$ cat config.mk
export PLATFORM = sky130hd
export DESIGN_NAME = piece_queue
export DESIGN_NICKNAME = d
export VERILOG_FILES = /design/src/rtl/tetris_pkg.sv /design/src/rtl/piece_fifo.sv /design/src/rtl/piece_queue.sv
export SDC_FILE = /design/constraint.sdc
export NUM_CORES = 1
export LEC_CHECK = 0
export CAP_MARGIN = 0
export CORE_ASPECT_RATIO = 1.25
export CORE_UTILIZATION = 33
export DETAILED_ROUTE_END_ITERATION = 8
export MAX_ROUTING_LAYER = met4
export SYNTH_ARGS = -nofsm -noshare
export SYNTH_HDL_FRONTEND = slang
export SYNTH_HIERARCHICAL = 1
export SYNTH_SLANG_ARGS = --single-unit
$ cat constraint.sdc
create_clock -name vclk -period 3.15 [get_ports vclk]
set_clock_uncertainty 0.1 [all_clocks]
set_input_delay 0.63 -clock vclk [delete_from_list [all_inputs] [get_ports vclk]]
set_output_delay 0.63 -clock vclk [all_outputs]
set_load 0.01 [all_outputs]
$ cat src/rtl/tetris_pkg.sv
// Shared piece codes and queue FSM states for the Tetris piece path.
package tetris_pkg;

    localparam int PIECE_W = 3;

    localparam logic [PIECE_W-1:0] PIECE_I    = 3'd0;
    localparam logic [PIECE_W-1:0] PIECE_O    = 3'd1;
    localparam logic [PIECE_W-1:0] PIECE_T    = 3'd2;
    localparam logic [PIECE_W-1:0] PIECE_S    = 3'd3;
    localparam logic [PIECE_W-1:0] PIECE_Z    = 3'd4;
    localparam logic [PIECE_W-1:0] PIECE_J    = 3'd5;
    localparam logic [PIECE_W-1:0] PIECE_L    = 3'd6;
    localparam logic [PIECE_W-1:0] PIECE_NONE = 3'd7;

    typedef enum logic [1:0] {
        ST_WARM,
        ST_FILL,
        ST_FULL
    } queue_state_e;

endpackage

$ cat src/rtl/piece_fifo.sv
// Small circular FIFO of piece codes with two combinational read ports:
// the head entry and the one behind it (used for the preview).
module piece_fifo
    import tetris_pkg::*;
#(
    parameter int DEPTH = 4
) (
    input  logic                     clk,
    input  logic                     rst,
    input  logic                     push,
    input  logic [PIECE_W-1:0]       data,
    input  logic                     pop,
    output logic [PIECE_W-1:0]       head,
    output logic                     head_valid,
    output logic [PIECE_W-1:0]       next,
    output logic                     next_valid,
    output logic [$clog2(DEPTH):0]   count
);

    localparam int PTR_W = $clog2(DEPTH);
    localparam int CNT_W = PTR_W + 1;

    logic [PIECE_W-1:0] mem [DEPTH];
    logic [PTR_W-1:0]   rd_ptr;
    logic [PTR_W-1:0]   wr_ptr;
    logic               do_pop;
    logic               do_push;

    // Pops need a non-empty queue; a push into a full queue is only legal
    // when the head leaves at the same edge.
    assign do_pop  = pop && (count != '0);
    assign do_push = push && ((count != CNT_W'(DEPTH)) || do_pop);

    // Storage array; contents are masked on read while invalid, so no reset.
    always_ff @(posedge clk) begin
        if (do_push) begin
            mem[wr_ptr] <= data;
        end
    end

    // Pointer and occupancy bookkeeping, pointers wrap naturally mod DEPTH.
    always_ff @(posedge clk or posedge rst) begin
        if (rst) begin
            rd_ptr <= '0;
            wr_ptr <= '0;
            count  <= '0;
        end else begin
            if (do_push) begin
                wr_ptr <= wr_ptr + PTR_W'(1);
            end
            if (do_pop) begin
                rd_ptr <= rd_ptr + PTR_W'(1);
            end
            count <= count + CNT_W'(do_push) - CNT_W'(do_pop);
        end
    end

    assign head_valid = (count != '0);
    assign next_valid = (count > CNT_W'(1));
    assign head       = head_valid ? mem[rd_ptr] : '0;
    assign next       = next_valid ? mem[rd_ptr + PTR_W'(1)] : '0;

endmodule

$ cat src/rtl/piece_queue.sv
// Consumer end of the LFSR path: warms up the LFSR, then turns rnd[2:0]
// into uniform piece codes 0..6 by rejecting 7, and keeps a FIFO of
// upcoming pieces (head for the game FSM, second entry for the preview).
// Optional feature macro NO_REPEAT_EN: a candidate equal to the last pushed
// piece is rejected once before being accepted.
module piece_queue
    import tetris_pkg::*;
#(
    parameter int DEPTH         = 4,
    parameter int WARMUP_CYCLES = 8
) (
    input  logic                     vclk,
    input  logic                     rst,
    input  logic [7:0]               rnd,
    input  logic                     new_block,
    output logic                     rnd_step,
    output logic [PIECE_W-1:0]       piece,
    output logic                     piece_valid,
    output logic [PIECE_W-1:0]       next_piece,
    output logic                     next_valid,
    output logic [$clog2(DEPTH):0]   count,
    output logic                     underflow
);

    localparam int CNT_W  = $clog2(DEPTH) + 1;
    localparam int WARM_W = $clog2(WARMUP_CYCLES) + 1;

    queue_state_e          state;
    queue_state_e          state_next;
    logic [WARM_W-1:0]     warm_cnt;
    logic                  warm_done;
    logic [PIECE_W-1:0]    candidate;
    logic                  accept;
    logic                  step;
    logic                  push;
    logic                  pop;
    logic [CNT_W-1:0]      count_next;
    logic [7:PIECE_W]      unused_rnd_bits;

    assign unused_rnd_bits = rnd[7:PIECE_W];
    assign candidate       = rnd[PIECE_W-1:0];
    assign warm_done       = (warm_cnt == WARM_W'(WARMUP_CYCLES - 1));
    assign pop             = new_block && piece_valid;

`ifdef NO_REPEAT_EN
    logic [PIECE_W-1:0]    last;
    logic                  reroll_used;
    logic                  repeat_hit;
    logic                  sampled;

    assign repeat_hit = (candidate == last) && !reroll_used;
    assign accept     = (candidate != PIECE_NONE) && !repeat_hit;
    assign sampled    = step && (state != ST_WARM);

    // Remember the last pushed piece and whether its one reroll is spent.
    always_ff @(posedge vclk or posedge rst) begin
        if (rst) begin
            last        <= PIECE_NONE;
            reroll_used <= 1'b0;
        end else if (sampled) begin
            if (push) begin
                last        <= candidate;
                reroll_used <= 1'b0;
            end else if (candidate != PIECE_NONE) begin
                reroll_used <= 1'b1;
            end
        end
    end
`else
    assign accept = (candidate != PIECE_NONE);
`endif

    // Next-state, strobe and push decisions; FILL/FULL follow the new count.
    always_comb begin
        state_next = state;
        step       = 1'b0;
        push       = 1'b0;
        count_next = count;
        case (state)
            ST_WARM: begin
                step = 1'b1;
                if (warm_done) begin
                    state_next = ST_FILL;
                end
            end
            ST_FILL: begin
                step = 1'b1;
                push = accept;
            end
            ST_FULL: begin
                step = new_block;
                push = new_block && accept;
            end
            default: begin
                state_next = ST_WARM;
            end
        endcase
        count_next = count + CNT_W'(push) - CNT_W'(pop);
        if (state == ST_FILL || state == ST_FULL) begin
            state_next = (count_next == CNT_W'(DEPTH)) ? ST_FULL : ST_FILL;
        end
    end

    // State register, warm-up counter and sticky underflow flag.
    always_ff @(posedge vclk or posedge rst) begin
        if (rst) begin
            state     <= ST_WARM;
            warm_cnt  <= '0;
            underflow <= 1'b0;
        end else begin
            state <= state_next;
            if (state == ST_WARM && !warm_done) begin
                warm_cnt <= warm_cnt + WARM_W'(1);
            end
            if (new_block && !piece_valid) begin
                underflow <= 1'b1;
            end
        end
    end

    // The strobe must stay quiet while reset is held, even though WARM strobes.
    assign rnd_step = step && !rst;

    piece_fifo #(
        .DEPTH(DEPTH)
    ) u_fifo (
        .clk        (vclk),
        .rst        (rst),
        .push       (push),
        .data       (candidate),
        .pop        (pop),
        .head       (piece),
        .head_valid (piece_valid),
        .next       (next_piece),
        .next_valid (next_valid),
        .count      (count)
    );

endmodule

==> impl_results.md, run 1 <==
- Status: finished clean
- # resized after CTS: 0
- Min Tclk post-route: 2920 ps
- Pwr Density: 1090 nW/um^2
- Dpl cells: 194
- Max_cap viols: 0
- CTS Root Cell: clkbuf_8
- Post-layout net count: 170
- Fmax: between 0.3 and 0.4 GHz
- Area growth from synthesis to final layout: 25.3%
- Max IR drop VDD: between 300 and 400 uV
- Slew headroom: 0.718
- Grt peak-use layer: met2
- Leading cell types in the layout, fill and taps excluded: inv_1 (18), clkdlybuf4s50_1 (18), ha_1 (14), dfrtp_1 (14), edfxtp_1 (12)
- Worst-margin pin slew: 423 ps
- P_leak: 0.807 nW
- Chip Width: 61.9 um
- Netlist cell types: 29
- Slowest cell on crit path: clkdlybuf4s50_1
- Final hold violation count: 0
- First drt pass iteration count: 4
- Vias per cell: roughly 4.6
- DP HPWL: 2.10 mm
- Met3 Track Usage GR: 0.0219
- Top cell type's share of synthesized area: 0.243
- Clock transition at the registers of the reported paths: roughly 90 ps
- Initial Util: 0.353
- Fraction of layout cells with a size suffix above 1: 0.169
- Post-route ant nets: 0
- Global-route wire length before repair: 4.31 mm
- Residual DRC: 0
- Place WS: -76.2 ps
- Ant. Diodes: 0
- Ys Warns: 6
- Tot Pwr: a little over 2 mW
- Syn_area_per_cell: 13.0 um^2
- Leading post-synthesis cells by cell area: edfxtp_1 (24%), dfrtp_1 (24%), ha_1 (12%)
- Port bufs: 18
- Cells after Synth: 114
- Synthesized area: 1480 um^2
- Crit start category: primary input
- Vias in the first global route: approximately 900
- Min-Delay Path Class: reg2reg
- Fillers: 373
- Worst-path cell chain: clkdlybuf4s50_1, a21o_1, and3_1, inv_1, ha_1, inv_1, ha_1, fa_1, xnor2_1, xnor2_1, o32a_1
- Worst-path fanout max: 2
- CP delay by family, top: adder cells
- Max stage delay on crit path: between 400 and 500 ps
- Crit Path Class: in2reg
- H-tree levels: 1
- CTS Hold Bufs: 0
- Initial antenna violation count: 0
- Core Region: 4200 um^2
- Gr usage total: 0.130
- Net count after synthesis: ~140
- CTS sink count: 26
- Ports: 24
- Die Ht: 76.9 um
- Worst skew pair latency: 270 ps
- Initial DRC Count: 19
- Final core occ: 0.442
- Num rows: 26
- Post-synthesis sequential area ratio: 0.480
- CTS Buf Count: 3
- Met1 Use GR: 0.150
- Final Cycle Share: 0.929
- Yosys reg bits: 26
- Critical Path RT: 3210 ps
- Endpoints failing setup: 0
- Slew Limit Fails: 0
- Fin cells: 198
- Routed WL: 2.66 mm
- Grt ovf: 0
- Final GP Congestion: 0.709
- GRT met2 Usage: 0.218
- Clk buf depth: 2
- Wire length per cell: 13.5 um
- Buf/Inv on CP: 3
- Fin Hold WS: around 360 ps
- Setup WS post-layout: roughly 230 ps
- Unrepaired setup endpoints after global routing: false
- Vias: 903
- CTS tree: built
- CP Data Arrival Time: 2990 ps
- Largest net degree at the start of global routing: 16
- Post-CTS setup buffers: 0
- Crit path capture type: register
- Yosys top cell by area: edfxtp_1
- Die area: approximately 4800 um^2
path summary, 6_finish.rpt:
| kind | startpoint | end | slack [ps] | cells past startpoint |
|---|---|---|---|---|
| worst max-delay path | new_block | state[0] | 230 | 11 |
| worst min-delay path | underflow | underflow | 360 | 1 |
| worst max register to register | u_fifo/count[1] | state[0] | 360 | 9 |
| worst min register to register | underflow | underflow | 360 | 1 |
| max in group asynchronous | rst | u_fifo/rd_ptr[1] | 2120 | 2 |
| min in group asynchronous | rst | state[0] | 570 | 2 |
worst reg2reg max path: stages, from the launching register on:
cell	delay, ps
dfrtp_1	490
or3_1	390
and2_1	190
ha_1	280
inv_1	40
ha_1	180
fa_1	390
xnor2_1	150
xnor2_1	150
o32a_1	330
per-layer routing:
metal  part of all wire  vias to the layer above  wire length [um]
li1                   -                      447                 -
met1               0.42                      447              1120
met2               0.55                        7              1470
met3              0.018                        2                48
met4             0.0086                        0                23
met5                  0                        -                 0
report_power, final:
part	total [mW]	switching (mW)	internal, mW
Clock	0.273	0.104	0.170
Combinational	1.11	0.462	0.643
Sequential	0.635	0.144	0.492
final cells by class:
| cell class | count | area [um^2] | share of cell area |
|---|---|---|---|
| tap | 56 | 70.1 | 0.0378 |
| inverter | 18 | 67.6 | 0.0364 |
| sequential | 26 | 711 | 0.383 |
| clock buffer | 3 | 41.3 | 0.0223 |
| timing repair buffer | 27 | 248 | 0.134 |
| multi-input combinational | 67 | 688 | 0.371 |
| clock inverter | 1 | 30.0 | 0.0162 |
kinds of logic after synthesis:
kind of cell / count (synthesis) / share of synthesized area
AO/OA/AOI/OAI: 8 / 0.0422
XOR/XNOR: 8 / 0.0473
adder cells (fa/ha/maj): 16 / 0.145
buffers and inverters: 21 / 0.0557
flip-flops: 26 / 0.480
multiplexers: 9 / 0.119
AND/OR/NAND/NOR: 26 / 0.111
metrics by stage:
| stage | setup TNS, ps | instance area (um^2) |
|---|---|---|
| 2_1_floorplan | 0 | 1480 |
| 3_3_place_gp | -31.4 | 1780 |
| 3_5_place_dp | -92.0 | 1780 |
| 4_1_cts | 0 | 1860 |
| 5_1_grt | 0 | 1860 |
| 6_report | 0 | 1860 |
sequential cells by signal, summed over array words and instances, names as in the netlist:
register / count
u_fifo/rd_ptr: 2
state: 2
u_fifo/count: 3
warm_cnt: 4
underflow: 1
u_fifo/wr_ptr: 2
u_fifo/mem: 12
synth_stat cells:
| master | n |
|---|---|
| a21o_1 | 2 |
| a21oi_1 | 2 |
| and2_1 | 8 |
| and2_4 | 1 |
| and3_1 | 2 |
| and3b_1 | 1 |
| buf_2 | 3 |
| dfrtp_1 | 14 |
| edfxtp_1 | 12 |
| fa_1 | 2 |
| ha_1 | 14 |
| inv_1 | 18 |
| mux2_2 | 1 |
| mux2_4 | 2 |
| mux4_2 | 6 |
| nand2b_1 | 2 |
| nand2b_4 | 1 |
| nand3_1 | 2 |
| nand4_1 | 1 |
| nor2_1 | 3 |
| nor2b_1 | 3 |
| nor3_1 | 1 |
| o21a_1 | 1 |
| o32a_1 | 1 |
| o32ai_1 | 1 |
| o41a_1 | 1 |
| or3_1 | 1 |
| xnor2_1 | 5 |
| xor2_1 | 3 |
(Power assumes the default switching activity.)
==> run 2: changes to the inputs <==
Settings changed: PLACE_DENSITY set to 0.54.
==> run 2 against run 1 <==
Via count shrank 1.6%. Clock power fell by 32%. Fmax decreased by 0.13%. Non-clock buffer count unchanged. Critical path depth is the same. Routed wire length down 2.6%. Critical endpoint unchanged. Highest routed layer unchanged.
==> impl_results.md, run 2 (synthesis gave the netlist of run 1 again) <==
- Status: finished clean
- Crit Path Class: in2reg
- R2r startpoint: u_fifo/count[1]
- Hold Startpoint: warm_cnt[3]
- Critical Path RT: 3200 ps
- Routed WL: approximately 2.6 mm
- Final hold violation count: 0
- Hold Path Depth: 1
- Pwr Density: approximately 1000 nW/um^2
- Core Region: 4200 um^2
- Largest register by flop count: u_fifo/mem
- Unrepaired setup endpoints after global routing: false
- Slew headroom: 0.744
- Vias per cell: about 4.5
- CTS Buf Count: 3
- Placed inst area: 1780 um^2
- Ports: 24
- Fmax: 0.341 GHz
- R2R depth: 9
- Post-CTS setup buffers: 0
- Fraction of layout cells with a size suffix above 1: 0.162
- Vias in the first global route: about 900
- Slowest cell on crit path: clkdlybuf4s50_1
- Clock transition at the registers of the reported paths: 80 ps
- DP HPWL: 2.14 mm
- Leading cell types in the layout, fill and taps excluded: inv_1 (18), clkdlybuf4s50_1 (18), ha_1 (14), dfrtp_1 (14), edfxtp_1 (12)
- Num rows: 26
- Max reg flops: 12
- Buf/Inv on CP: 3
- Residual DRC: 0
- CTS Root Cell: clkbuf_8
- Vias: ~900
- Worst-path cell chain: clkdlybuf4s50_1, a21o_1, and3_1, inv_1, ha_1, inv_1, ha_1, fa_1, xnor2_1, xnor2_1, o32a_1
- Regs by FF count: u_fifo/mem x12, warm_cnt x4, u_fifo/count x3
- Clk buf depth: 2
- CP Data Arrival Time: 2980 ps
- Min Tclk post-route: 2930 ps
- Crit start category: primary input
- P_leak: just under 0.8 nW
- Final core occ: 0.436
- Max stage delay on crit path: slightly below 500 ps
- Max_cap viols: 0
- Gr usage total: 0.122
- Global-route wire length before repair: 4.15 mm
- Min-Delay Path Class: reg2reg
- Chip Width: 61.9 um
- Worst-path fanout max: 2
- Crit path capture type: register
- Initial Util: 0.353
- Post-layout net count: 170
- Largest net degree at the start of global routing: 15
- Endpoints failing setup: 0
- H-tree levels: 1
- CTS tree: built
- Ant. Diodes: 0
- Post-route ant nets: 0
- Worst skew pair latency: 260 ps
- Die area: ~4800 um^2
- WP depth: 11
- Wire length per cell: 13.1 um
- Crit path launch: new_block
- Die Ht: 76.9 um
- Port bufs: 18
- Grt ovf: 0
- Final GP Congestion: 0.708
- Area growth from synthesis to final layout: 23.5%
- First drt pass iteration count: 3
- CTS Hold Bufs: 0
- CP delay by family, top: adder cells
- Initial antenna violation count: 0
- CTS sink count: 26
- Slew Limit Fails: 0
- # resized after CTS: 0
- Worst-margin pin slew: 384 ps
- Final Cycle Share: 0.930
- Fin area: around 1800 um^2
- Initial DRC Count: 15
- Max IR drop VDD: approximately 450 uV
## run 2: cell types whose count changed in the layout (fill, tap and decap cells not counted), sizes merged
| cell | before | now |
|---|---|---|
| bufinv | 1 | 0 |
| clkbuf | 3 | 4 |
## run 2: through the flow
step           setup slack, ps  std cells  total power [mW]  hold slack (ps)  TNS [ps]
2_1_floorplan              275        114              1.34              333         0
3_3_place_gp             -34.7        194              1.71              348     -34.7
3_5_place_dp             -56.3        194              1.76              368     -56.3
4_1_cts                    228        198              1.95              386         0
5_1_grt                    106        198              2.09              405         0
6_report                   221        198              1.92              385         0
## run 2: final timing paths
| path | endpoint | slack (ps) |
|---|---|---|
| max | state[0] | 220 |
| min | warm_cnt[3] | 380 |
| max reg2reg | state[0] | 350 |
| min reg2reg | warm_cnt[3] | 380 |
| max in group asynchronous | u_fifo/count[1] | 2160 |
| min in group asynchronous | underflow | 570 |
## run 2: routing by layer
layer	global-route usage	up-vias	share of wire
li1	-	444	-
met1	0.149	437	0.44
met3	0.0202	2	0.019
met5	-	-	0
met4	0.0400	0	0.0081
met2	0.200	6	0.53
## run 2: cell type report
class | count | area [um^2]
Tap cell | 56 | 70.1
Multi-Input combinational cell | 67 | 688
Inverter | 18 | 67.6
Sequential cell | 26 | 711
Clock buffer | 4 | 45.0
Timing Repair Buffer | 27 | 248
Fill cell | 393 | 2370
## run 2: worst reg2reg max path: stages, from the launching register on
cell and delay [ps]:
dfrtp_1 490, or3_1 400, and2_1 180, ha_1 280
inv_1 40, ha_1 180, fa_1 380, xnor2_1 140
xnor2_1 160, o32a_1 340
## run 2: power breakdown
part | internal (mW) | switching [mW] | total, mW
logic | 0.642 | 0.453 | 1.09
clock network | 0.0903 | 0.0963 | 0.187
registers | 0.492 | 0.145 | 0.637
total | 1.22 | 0.694 | 1.92
==> run 3: changes to the inputs <==
Settings changed: REMOVE_ABC_BUFFERS set to 1.
==> run 3 against run 2 <==
Routed wire length grew 0.46%. Register-to-register slack gained 30 ps. Global-route usage grew 1.3 points. Largest power group unchanged. Critical path depth is the same. Final cell count is the same. Hold slack lost 19 ps. Design area grew 1.4%. Clock-buffer cell count shrank 1. Flip-flop and latch count is the same. Via count grew 2.5%. First-iteration DRC count grew 87%.
==> impl_results.md, run 3 (synthesis gave the netlist of run 1 again) <==
- Die Ht: 76.9 um
- R2r startpoint: u_fifo/count[1]
- R2R depth: 9
- Ports: 24
- First drt pass iteration count: 3
- Worst skew pair latency: 270 ps
- Num rows: 26
- Wire length per cell: 13.2 um
- Register area: 711 um^2
- DP HPWL: 2.11 mm
- Final core occ: 0.442
- Residual DRC: 0
- Worst R2R Setup Slack: 380 ps
- CTS Buf Count: 3
- Regs by FF count: u_fifo/mem x12, warm_cnt x4, u_fifo/count x3
- Final Cycle Share: 0.916
- Switching power: between 0.7 and 0.8 mW
- Clock transition at the registers of the reported paths: 90 ps
- Die area: 4760 um^2
- Max stage delay on crit path: 480 ps
- Switching part of the total power: 0.350
- R2R Path End: state[0]
- CTS Root Cell: clkbuf_8
- Initial DRC Count: 28
- Max IR drop VDD: 412 uV
- Worst-path fanout max: 2
- Vias per cell: between 4 and 5
- Fmax: roughly 0.35 GHz
- Final hold violation count: 0
- Post-CTS setup buffers: 0
- Port bufs: 18
- Vias in the first global route: 956
- Status: finished clean
- Core Region: 4200 um^2
- Post-route setup TNS: 0 ps
- Dpl cells: 194
- Min Tclk post-route: around 2900 ps
- Leading cell types in the layout, fill and taps excluded: inv_1 (18), clkdlybuf4s50_1 (18), ha_1 (14), dfrtp_1 (14), edfxtp_1 (12)
- Worst-margin pin slew: 394 ps
- Fillers: between 400 and 500
- Pwr Density: ~1100 nW/um^2
- Post-route ant nets: 0
- CTS tree: built
- Worst-path cell chain: clkdlybuf4s50_1, a21o_1, and3_1, inv_1, ha_1, inv_1, ha_1, fa_1, xnor2_1, xnor2_1, o32a_1
- Crit start category: primary input
- Vias: 911
- Area growth from synthesis to final layout: 25.3%
- Fin cells: 198
- CTS sink count: 26
- Crit Path Class: in2reg
- Max_cap viols: 0
- Unrepaired setup endpoints after global routing: false
- CTS Hold Bufs: 0
- Placed inst area: 1780 um^2
- Design internal power: 1.31 mW
- Global-route wire length before repair: 4.54 mm
- Fin area: 1860 um^2
- Initial Util: 0.353
- H-tree levels: 1
- Slowest cell on crit path: clkdlybuf4s50_1
- P_leak: 0.807 nW
- Register share of total power: 0.316
- Combinational power share: 0.547
- CP Data Arrival Time: 2950 ps
- Post-layout net count: 170
- Slew headroom: 0.738
- Crit path launch: new_block
- Slew Limit Fails: 0
- Chip Width: 61.9 um
- Largest register by flop count: u_fifo/mem
- Crit path capture type: register
- Initial antenna violation count: 0
- Clk buf depth: 2
- Largest net degree at the start of global routing: 16
- Critical Path RT: 3210 ps
- CP endpoint: state[0]
- Max reg flops: 12
- Ant. Diodes: 0
- Routed WL: 2.61 mm
- Gr usage total: 0.135
- Fraction of layout cells with a size suffix above 1: 0.169
- Grt ovf: 0
- # resized after CTS: 0
- Area occupied by multi-input gates: 688 um^2
- Endpoints failing setup: 0
- Min-Delay Path Class: reg2reg
- Final GP Congestion: 0.733
- Clock group share of total power: 0.137
==> run 3: changes by cell type in the layout (fill, tap and decap cells not counted) <==
cell	previous run	this run
bufinv_16	0	1
clkbuf_1	1	0
==> run 3: critical path: cells and delay by family <==
family,cells,cell delay (ps)
xor gates and xnor gates,2,290
and+or+nand+nor,1,180
adders and majority gates,3,810
AOI/OAI and AO/OA,2,460
buffers and inverters,3,570
==> run 3: worst min path at each step <==
stage,startpoint,to,slack (ps),depth (start not counted)
CTS,underflow,underflow,370,1
detailed placement,underflow,underflow,350,1
finish,underflow,underflow,370,1
floorplan,rst,state[0],330,1
global placement,underflow,underflow,340,1
global route,underflow,underflow,380,1
==> run 3: through the flow <==
| stage | setup slack (ps) | hold slack [ps] | total power, mW |
|---|---|---|---|
| 2_1_floorplan | 262 | 333 | 1.33 |
| 3_3_place_gp | -28.2 | 342 | 1.71 |
| 3_5_place_dp | -44.0 | 347 | 1.76 |
| 4_1_cts | 256 | 369 | 2.04 |
| 5_1_grt | 116 | 375 | 2.20 |
| 6_report | 265 | 366 | 2.01 |
==> run 3: final cells by class <==
cell class / instances / area share
repair buffers: 27 / 0.134
multi-input cells: 67 / 0.371
well taps: 56 / 0.0378
clock inverters: 1 / 0.0162
inverters: 18 / 0.0364
clock buffers: 3 / 0.0223
flip-flops and latches: 26 / 0.383
==> run 3: metal layers <==
metal | GRT usage | share of wire | up-vias
met3 | 0.0202 | 0.017 | 2
met5 | - | 0 | -
met2 | 0.213 | 0.54 | 5
met4 | 0.0600 | 0.0096 | 0
li1 | - | - | 443
met1 | 0.168 | 0.44 | 461
==> run 3: power by group through the flow <==
stage	clock, mW	sequential [mW]	combinational [mW]
CTS	0.285	0.641	1.12
detailed placement	0	0.649	1.11
global route	0.298	0.664	1.24
finish	0.275	0.635	1.10
floorplan	0	0.619	0.708
global placement	0	0.638	1.08
